## src/rtl/mem_access_unit.sv

```systemverilog
// mem_access_unit
//   Load/store unit between the MIPS32 datapath and a word-organised RAM
//   (2^ADDR_BITS x 32, combinational read, write on rising edge).
//   Byte-addressed LB/LBU/LH/LHU/LW/SB/SH/SW requests become word accesses.
//   Sub-word stores run a read-modify-write (RMW_READ then WRITE).
//   Misaligned, illegal-size and out-of-range requests are rejected through
//   a one-cycle ERR state that never touches the RAM.
//
// Ports
//   clk_i, rst_i       clock (rising edge), synchronous active-high reset
//   req_i              request strobe, sampled only while idle
//   write_i            1 = store, 0 = load
//   size_i             00 byte, 01 half, 10 word, 11 illegal
//   signed_i           loads: 1 = sign-extend, 0 = zero-extend
//   addr_i, wdata_i    byte address, right-justified store data
//   busy_o             high whenever not idle
//   done_o, error_o    one-cycle completion pulse and reject flag
//   rdata_o            load result, held until the next load
//   ram_addr_o         RAM word address
//   ram_we_o           RAM write enable
//   ram_wdata_o        RAM write data
//   ram_rdata_i        RAM read data (combinational)
module mem_access_unit #(
    parameter int ADDR_BITS = 14
) (
    input  logic                 clk_i,
    input  logic                 rst_i,
    input  logic                 req_i,
    input  logic                 write_i,
    input  logic [1:0]           size_i,
    input  logic                 signed_i,
    input  logic [31:0]          addr_i,
    input  logic [31:0]          wdata_i,
    output logic                 busy_o,
    output logic                 done_o,
    output logic                 error_o,
    output logic [31:0]          rdata_o,
    output logic [ADDR_BITS-1:0] ram_addr_o,
    output logic                 ram_we_o,
    output logic [31:0]          ram_wdata_o,
    input  logic [31:0]          ram_rdata_i
);

    typedef enum logic [2:0] {
        S_IDLE,
        S_LOAD,
        S_RMW_READ,
        S_WRITE,
        S_ERR
    } state_t;

    localparam logic [1:0] SZ_BYTE = 2'b00;
    localparam logic [1:0] SZ_HALF = 2'b01;
    localparam logic [1:0] SZ_WORD = 2'b10;
    localparam logic [1:0] SZ_ILL  = 2'b11;

    state_t               state_q;
    logic                 write_q;
    logic [1:0]           size_q;
    logic                 signed_q;
    logic [ADDR_BITS+1:0] addr_q;   // only in-range bits are ever needed
    logic [31:0]          wdata_q;
    logic [31:0]          merge_q;
    logic                 done_q;
    logic                 error_q;
    logic [31:0]          rdata_q;

    logic                 acc_err;
    logic [7:0]           lane_b;
    logic [15:0]          lane_h;
    logic [31:0]          rdata_d;
    logic [31:0]          merge_d;

    // Request rejection, evaluated on the live request inputs at acceptance.
    always_comb begin
        acc_err = 1'b0;
        if (size_i == SZ_ILL)                           acc_err = 1'b1;
        if (size_i == SZ_HALF && addr_i[0])             acc_err = 1'b1;
        if (size_i == SZ_WORD && addr_i[1:0] != 2'b00)  acc_err = 1'b1;
        if (addr_i[31:ADDR_BITS+2] != '0)               acc_err = 1'b1;
    end

    // Lane extraction / extension for loads (little-endian lanes).
    always_comb begin
        lane_b  = ram_rdata_i[{addr_q[1:0], 3'b000} +: 8];
        lane_h  = ram_rdata_i[{addr_q[1], 4'b0000} +: 16];
        rdata_d = ram_rdata_i;
        case (size_q)
            SZ_BYTE: rdata_d = {{24{signed_q & lane_b[7]}}, lane_b};
            SZ_HALF: rdata_d = {{16{signed_q & lane_h[15]}}, lane_h};
            default: rdata_d = ram_rdata_i;
        endcase
    end

    // Sub-word store merge: old word with the addressed lane replaced.
    always_comb begin
        merge_d = ram_rdata_i;
        if (size_q == SZ_BYTE)
            merge_d[{addr_q[1:0], 3'b000} +: 8] = wdata_q[7:0];
        else if (size_q == SZ_HALF)
            merge_d[{addr_q[1], 4'b0000} +: 16] = wdata_q[15:0];
    end

    always_ff @(posedge clk_i) begin
        if (rst_i) begin
            state_q  <= S_IDLE;
            write_q  <= 1'b0;
            size_q   <= SZ_BYTE;
            signed_q <= 1'b0;
            addr_q   <= '0;
            wdata_q  <= '0;
            merge_q  <= '0;
            done_q   <= 1'b0;
            error_q  <= 1'b0;
            rdata_q  <= '0;
        end else begin
            done_q  <= 1'b0;
            error_q <= 1'b0;
            case (state_q)
                S_IDLE: begin
                    if (req_i) begin
                        write_q  <= write_i;
                        size_q   <= size_i;
                        signed_q <= signed_i;
                        addr_q   <= addr_i[ADDR_BITS+1:0];
                        wdata_q  <= wdata_i;
                        if (acc_err)              state_q <= S_ERR;
                        else if (!write_i)        state_q <= S_LOAD;
                        else if (size_i == SZ_WORD) state_q <= S_WRITE;
                        else                      state_q <= S_RMW_READ;
                    end
                end
                S_LOAD: begin
                    rdata_q <= rdata_d;
                    done_q  <= 1'b1;
                    state_q <= S_IDLE;
                end
                S_RMW_READ: begin
                    merge_q <= merge_d;
                    state_q <= S_WRITE;
                end
                S_WRITE: begin
                    done_q  <= 1'b1;
                    state_q <= S_IDLE;
                end
                S_ERR: begin
                    done_q  <= 1'b1;
                    error_q <= 1'b1;
                    state_q <= S_IDLE;
                end
                default: state_q <= S_IDLE;
            endcase
        end
    end

    assign busy_o      = (state_q != S_IDLE);
    assign done_o      = done_q;
    assign error_o     = error_q;
    assign rdata_o     = rdata_q;
    assign ram_addr_o  = addr_q[ADDR_BITS+1:2];
    // Gate with reset so an abandoned store cannot land on the reset edge.
    assign ram_we_o    = (state_q == S_WRITE) && write_q && !rst_i;
    assign ram_wdata_o = (size_q == SZ_WORD) ? wdata_q : merge_q;

endmodule

```

## config.mk

```make
export PLATFORM = sky130hd
export DESIGN_NAME = mem_access_unit
export DESIGN_NICKNAME = d
export VERILOG_FILES = /design/src/rtl/mem_access_unit.sv
export SDC_FILE = /design/constraint.sdc
export NUM_CORES = 1
export LEC_CHECK = 0
export CAP_MARGIN = 20
export CORE_UTILIZATION = 44
export CTS_CLUSTER_DIAMETER = 100
export DETAILED_ROUTE_END_ITERATION = 10
export PLACE_DENSITY = 0.76
export SETUP_SLACK_MARGIN = 0.4
export SLEW_MARGIN = 20
export SYNTH_ARGS = -nofsm -noshare
export SYNTH_HDL_FRONTEND = slang
export SYNTH_SLANG_ARGS = --single-unit
```

## constraint.sdc

```tcl
create_clock -name clk_i -period 3.2 [get_ports clk_i]
set_input_delay 0.64 -clock clk_i [delete_from_list [all_inputs] [get_ports clk_i]]
set_output_delay 0.64 -clock clk_i [all_outputs]
set_load 0.02 [all_outputs]
```

Word-level counts from Yosys, hierarchy flattened --
Index checks and enable logic that the tools add are counted. Widths: inputs -> output; s select.
Storage, ports and cells: memory bits (writable) 0, bits in latches 0, input bits 103, memories kept 0, flip-flop bits (word level) 121, output and inout bits 82, ROM bits 0, word-level logic and storage cells 59
Cells by class: bitwise gates (word level) 2, add/subtract/negate cells 2, reductions and logical operators 12, shift operators 6, equal/unequal tests 10, divide/modulo/power cells 0, multiplexer cells 17, multipliers 0, order comparisons 0
Operators with widths (count):
- $mux 32 | 3
- $bwmux 32 | 2
- $pmux 32 s2 | 1
- $shift 16x7->32 const A | 1
- $shift 8x7->32 const A | 1
- $shiftx 16x7->32 | 1
- $shiftx 32x6->16 | 1
- $shiftx 32x6->8 | 1
- $shiftx 8x7->32 | 1
- $reduce_bool 16->1 | 1
- $neg 5->7 | 2
- $mux 1 | 7
- $eq 2x2->1 const B | 3
- $eq 3x2->1 const B | 2
- $mux 3 | 2
- $pmux 3 s2 | 1
- $eq 2x1->1 const B | 2
- $logic_and 1x1->1 | 4
- $eq 3x1->1 const B | 1
- $eq 3x3->1 const B | 1
- $logic_not 3->1 | 1
- $reduce_bool 3->1 | 1
- $reduce_or 3->1 | 1
- $and 1x1->1 | 2
- 6 further kinds | 6

Logic depth before layout (Yosys ltp) --
depth after elaboration 8, gate-level depth with buffers 9, gate-level depth less buffers 6

Worst setup path before layout --
Ideal clock, no wire load.
kind register to register, from register addr_q[1], to register merge_q[13], arrival 2.071 ns, cell stages (with the launch flop) 10, library setup time 0.117 ns, required time 3.083 ns, path buffers 3, slack 1.012 ns, clock period less this slack 2.188 ns, path through dfxtp_1 > buf_6 > clkinv_1 > buf_2 > ha_1 > and4b_1 > buf_2 > a221oi_1 > a21oi_1 > a32o_1
Between the ends: longest elaborated chain between the ends 5, elaborated cells on any way between the ends 10, those cells by class add/sub (2); shift (4); mux (4)
Ends and longest elaborated chain:
- from (decl) | line 61 | logic [ADDR_BITS+1:0] addr_q;
- from (signal assigned) | line 125 | addr_q <= addr_i[ADDR_BITS+1:0];
- $neg 5->7 | line 101 | merge_d[{addr_q[1], 4'b0000} +: 16] = wdata_q[15:0];
- $shiftx 16x7->32 or $shift 16x7->32 (tied branches) | line 101
- $bwmux 32 | line 101
- $mux 32 | line 100 | else if (size_q == SZ_HALF)
- $mux 32 * | line 98 | if (size_q == SZ_BYTE)
- to (signal assigned) | line 139 | merge_q <= merge_d;
- to (decl) | line 63 | logic [31:0] merge_q;
Every way passes the cells marked *; elsewhere a longest branch is shown, timed or not. A chain may end at the register's enable or synchronous reset.

Final worst setup path --
from register size_q[0], to output port ram_wdata_o[12]
Between the ends: longest elaborated chain between the ends 2
Ends and longest elaborated chain:
- from (decl) | line 59 | logic [1:0] size_q;
- from (signal assigned) | line 123 | size_q <= size_i;
- $eq 2x2->1 | line 163 | assign ram_wdata_o = (size_q == SZ_WORD) ? wdata_q : merge_q;
- $mux 32 | line 163
- to (decl) | line 40 | output logic [31:0] ram_wdata_o,
No other way between the ends.

==> results.md <==
- Final instance area: 8450 um2
- All-Layer GR Usage: ~28%
- Fin. max-slew vios: 0
- CTS Buf Count: 17
- Met2 wire len: slightly below 9 mm
- Status: completed
- Clock Tree Root: clkbuf_16
- Main synth FF type: dfxtp_1
- Met1 Routed Length: around 8.7 mm
- CP endpoint kind: primary output
- Total gr overflow: 0
- Hold Vio Cnt, Final: 0
- Min-delay worst type: flop to flop
- Post-DR wirelength/cell: approximately 19 um
- CTS tree: yes
- Fraction of layout cells with a size suffix above 1: 11.3%
- Crit path time final: 2.69 ns
- Multi-input gate area: 3170 um2
- DP Wirelength: between 10 and 15 mm
- Largest net degree at the start of global routing: slightly above 90
- P&R area growth vs syn: 40.5%
- Die area: between 10000 and 15000 um2
- Initial antenna violation count: 0
- Cells after DPL: roughly 1000
- Mean post-synth cell area: approximately 8.6 um2
- Gpl congestion: between 0.8 and 0.9
- Ys async rst share: 0%
- # diodes: 0
- H-tree level count: 4
- Synth unique cells: 49
- First-pass GRT wire length: roughly 30 mm
- Clock transition at path regs: roughly 0.050 ns
- Synth top area cells: dfxtp_1 (40%), nand2_1 (8.5%), a21oi_1 (6.7%)
- Crit path kind: flop to primary output
- Post-synth EDFFs: 0
- Fin Setup TNS: 0 ns
- Max FO, Critical Path: 32
- Pleak: 3.03 nW
- Worst skew pair latency: between 0.4 and 0.5 ns
- Final setup viols: 0
- RSZ-0062 raised after global routing: no
- Top routing layer in use: met4
- Core area: between 10000 and 15000 um2
- Synthesis-stage register bit count: between 100 and 150
- Drt pass-1 iters: 5
- Fill count: 1096
- Via density: ~5.8
- Synth top area share: a little over 40%
- Synth area leader: dfxtp_1
- DIE WIDTH: about 120 um
- Rel. slew slack: between 30% and 40%
- Crit start category: flop
- Routed Antenna Nets: 0
- Dpl cell area: about 7800 um2
- Period utilization: 84.1%
- Worst slew pin tran: about 1.0 ns
- WL met3: 1.62 mm
- Syn nets: 806
- Worst hold margin: between 0.4 and 0.5 ns
- Yosys Warn Count: 0
- Max Root-Sink Buffers: 2
- Register area share after synthesis: roughly 40%
- Post-Syn Area: roughly 6000 um2
- Clk sinks: 121
- Iteration-0 DRC Markers: 501
- DRC Markers: 0
- Register Area: roughly 2400 um2
- Worst EP arrival: between 2 and 2.5 ns
- Via count: around 6000
- Critical Path RT: 2.56 ns
- Final std cells w/o fill: 1029
- Cell count after synthesis: approximately 700
- Top Ports: 185
- Fin nets: about 950
- Power Total: around 0.0042 W
- Fmax: between 0.3 and 0.4 GHz
- Die height: 119 um
- # port buffers: between 150 and 200
- Final wirelength: between 15 and 20 mm
- Vias in the first global route: 5631
- Pwr Density: about 500 nW/um2
- Worst IR Drop VDD: 323 uV
- Initial Util: 45.2%
- # Max-Cap Violations: 0
- Layout Skew: a little under 0.006 ns
- FP Rows: 42
[Yosys cell counts (all sizes together), types with 2 or more instances]
| cell type | n |
|---|---|
| o22ai | 16 |
| a22o | 7 |
| and2 | 17 |
| buf | 47 |
| o211ai | 7 |
| inv | 9 |
| a21oi | 80 |
| clkinv | 2 |
| dfxtp | 121 |
| ha | 5 |
| o22a | 6 |
| nor4b | 2 |
| nor4 | 4 |
| a221o | 17 |
| o21ai | 4 |
| mux2 | 32 |
| nand2b | 19 |
| nand4b | 2 |
| a31o | 2 |
| clkbuf | 25 |
| nor2 | 35 |
| a2bb2oi | 7 |
| a211oi | 26 |
| a221oi | 17 |
| nor3 | 5 |
| or2 | 3 |
| a22oi | 7 |
| nor2b | 3 |
| nand2 | 136 |
| mux2i | 10 |
| a32o | 14 |
| a31oi | 2 |
[routing by layer]
metal / GRT usage [%] / vias up
met5: 0 / -
met3: 6.90 / 49
met1: 36.9 / 2835
met2: 43.3 / 292
met4: 11.6 / 0
li1: - / 2803
[through the flow]
step | utilization, % | worst slack, ns
final | 63.6 | 0.509
after global placement | 58.5 | 0.738
after detailed placement | 58.5 | 0.684
after CTS | 63.5 | 0.424
after floorplan | - | 1.01
after global routing | 63.6 | 0.429
[placed cells by master, fill, tap and decap left out, types with 4 or more instances in the layout]
cell             count
bufinv_16            5
nand2_1            135
buf_4               12
a22oi_1              7
o22ai_1             16
o22a_1               6
and2_1              14
o211ai_1             7
dfxtp_1            121
a211oi_2            12
clkbuf_16           17
nor3_1               5
ha_1                 5
a211oi_1            14
mux2_2              32
nor2_1              34
nor4_1               4
clkbuf_8             4
a221oi_1            16
a32o_1              14
clkdlybuf4s50_1    183
a21oi_1             79
a2bb2oi_1            7
inv_1                9
nand2b_1            19
o21ai_0              4
a22o_1               7
mux2i_1             10
a221o_1             17
[cell families (layout without fill, tap and decap cells)]
| group | after synthesis | in the layout | synth area share [%] |
|---|---|---|---|
| flip-flops | 121 | 121 | 40.3 |
| AND/OR/NAND/NOR | 231 | 231 | 17.1 |
| multiplexers | 42 | 42 | 7.65 |
| AO/OA/AOI/OAI | 216 | 216 | 26.7 |
| buffers and inverters | 83 | 238 | 7.20 |
| adder cells (fa/ha/maj) | 5 | 5 | 1.04 |
[final cells by class]
| class | instances | share of cell area (%) |
|---|---|---|
| Inverter | 11 | 0.489 |
| Sequential cell | 121 | 28.7 |
| Tap cell | 176 | 2.61 |
| Multi-Input combinational cell | 494 | 37.5 |
| Timing Repair Buffer | 196 | 23.0 |
| Clock inverter | 7 | 1.92 |
| Clock buffer | 24 | 5.82 |
[worst max-delay path, cell delays in order, from the launching register on]
cell             delay (ns)
dfxtp_1                0.32
inv_1                  0.05
nand2_1                0.10
buf_12                 0.22
mux2_2                 0.37
clkdlybuf4s50_1        0.56
[final timing paths]
| kind | endpoint | depth (start not counted) | startpoint | slack, ns |
|---|---|---|---|---|
| setup / recovery | ram_wdata_o[12] | 5 | size_q[0] | 0.51 |
| hold reg to reg | wdata_q[19] | 2 | wdata_q[19] | 0.45 |
| setup reg to reg | merge_q[17] | 4 | size_q[1] | 0.76 |
| hold / removal | wdata_q[19] | 2 | wdata_q[19] | 0.45 |
[power by group]
group          switching (W)  internal, W  total (W)  leakage, nW
Sequential         0.0000393      0.00155    0.00159        0.984
Clock               0.000661      0.00146    0.00212        0.317
Combinational       0.000285     0.000257   0.000542         1.73
[sequential cells by signal, summed over array words and instances, names as in the netlist]
| name | flops |
|---|---|
| done_o | 1 |
| write_q | 1 |
| state_q | 3 |
| size_q | 2 |
| error_o | 1 |
| wdata_q | 32 |
| signed_q | 1 |
| merge_q | 32 |
| rdata_o | 32 |
| addr_q | 16 |
[what timing repair did]
action,CTS,global route
gates resized for setup,1,3
pin swaps,0,0
endpoints found under the hold margin,0,0
hold buffers,0,0
setup buffers,0,0
endpoints found under the setup margin,32,32
No activity file was read; power rests on OpenSTA's default activity.
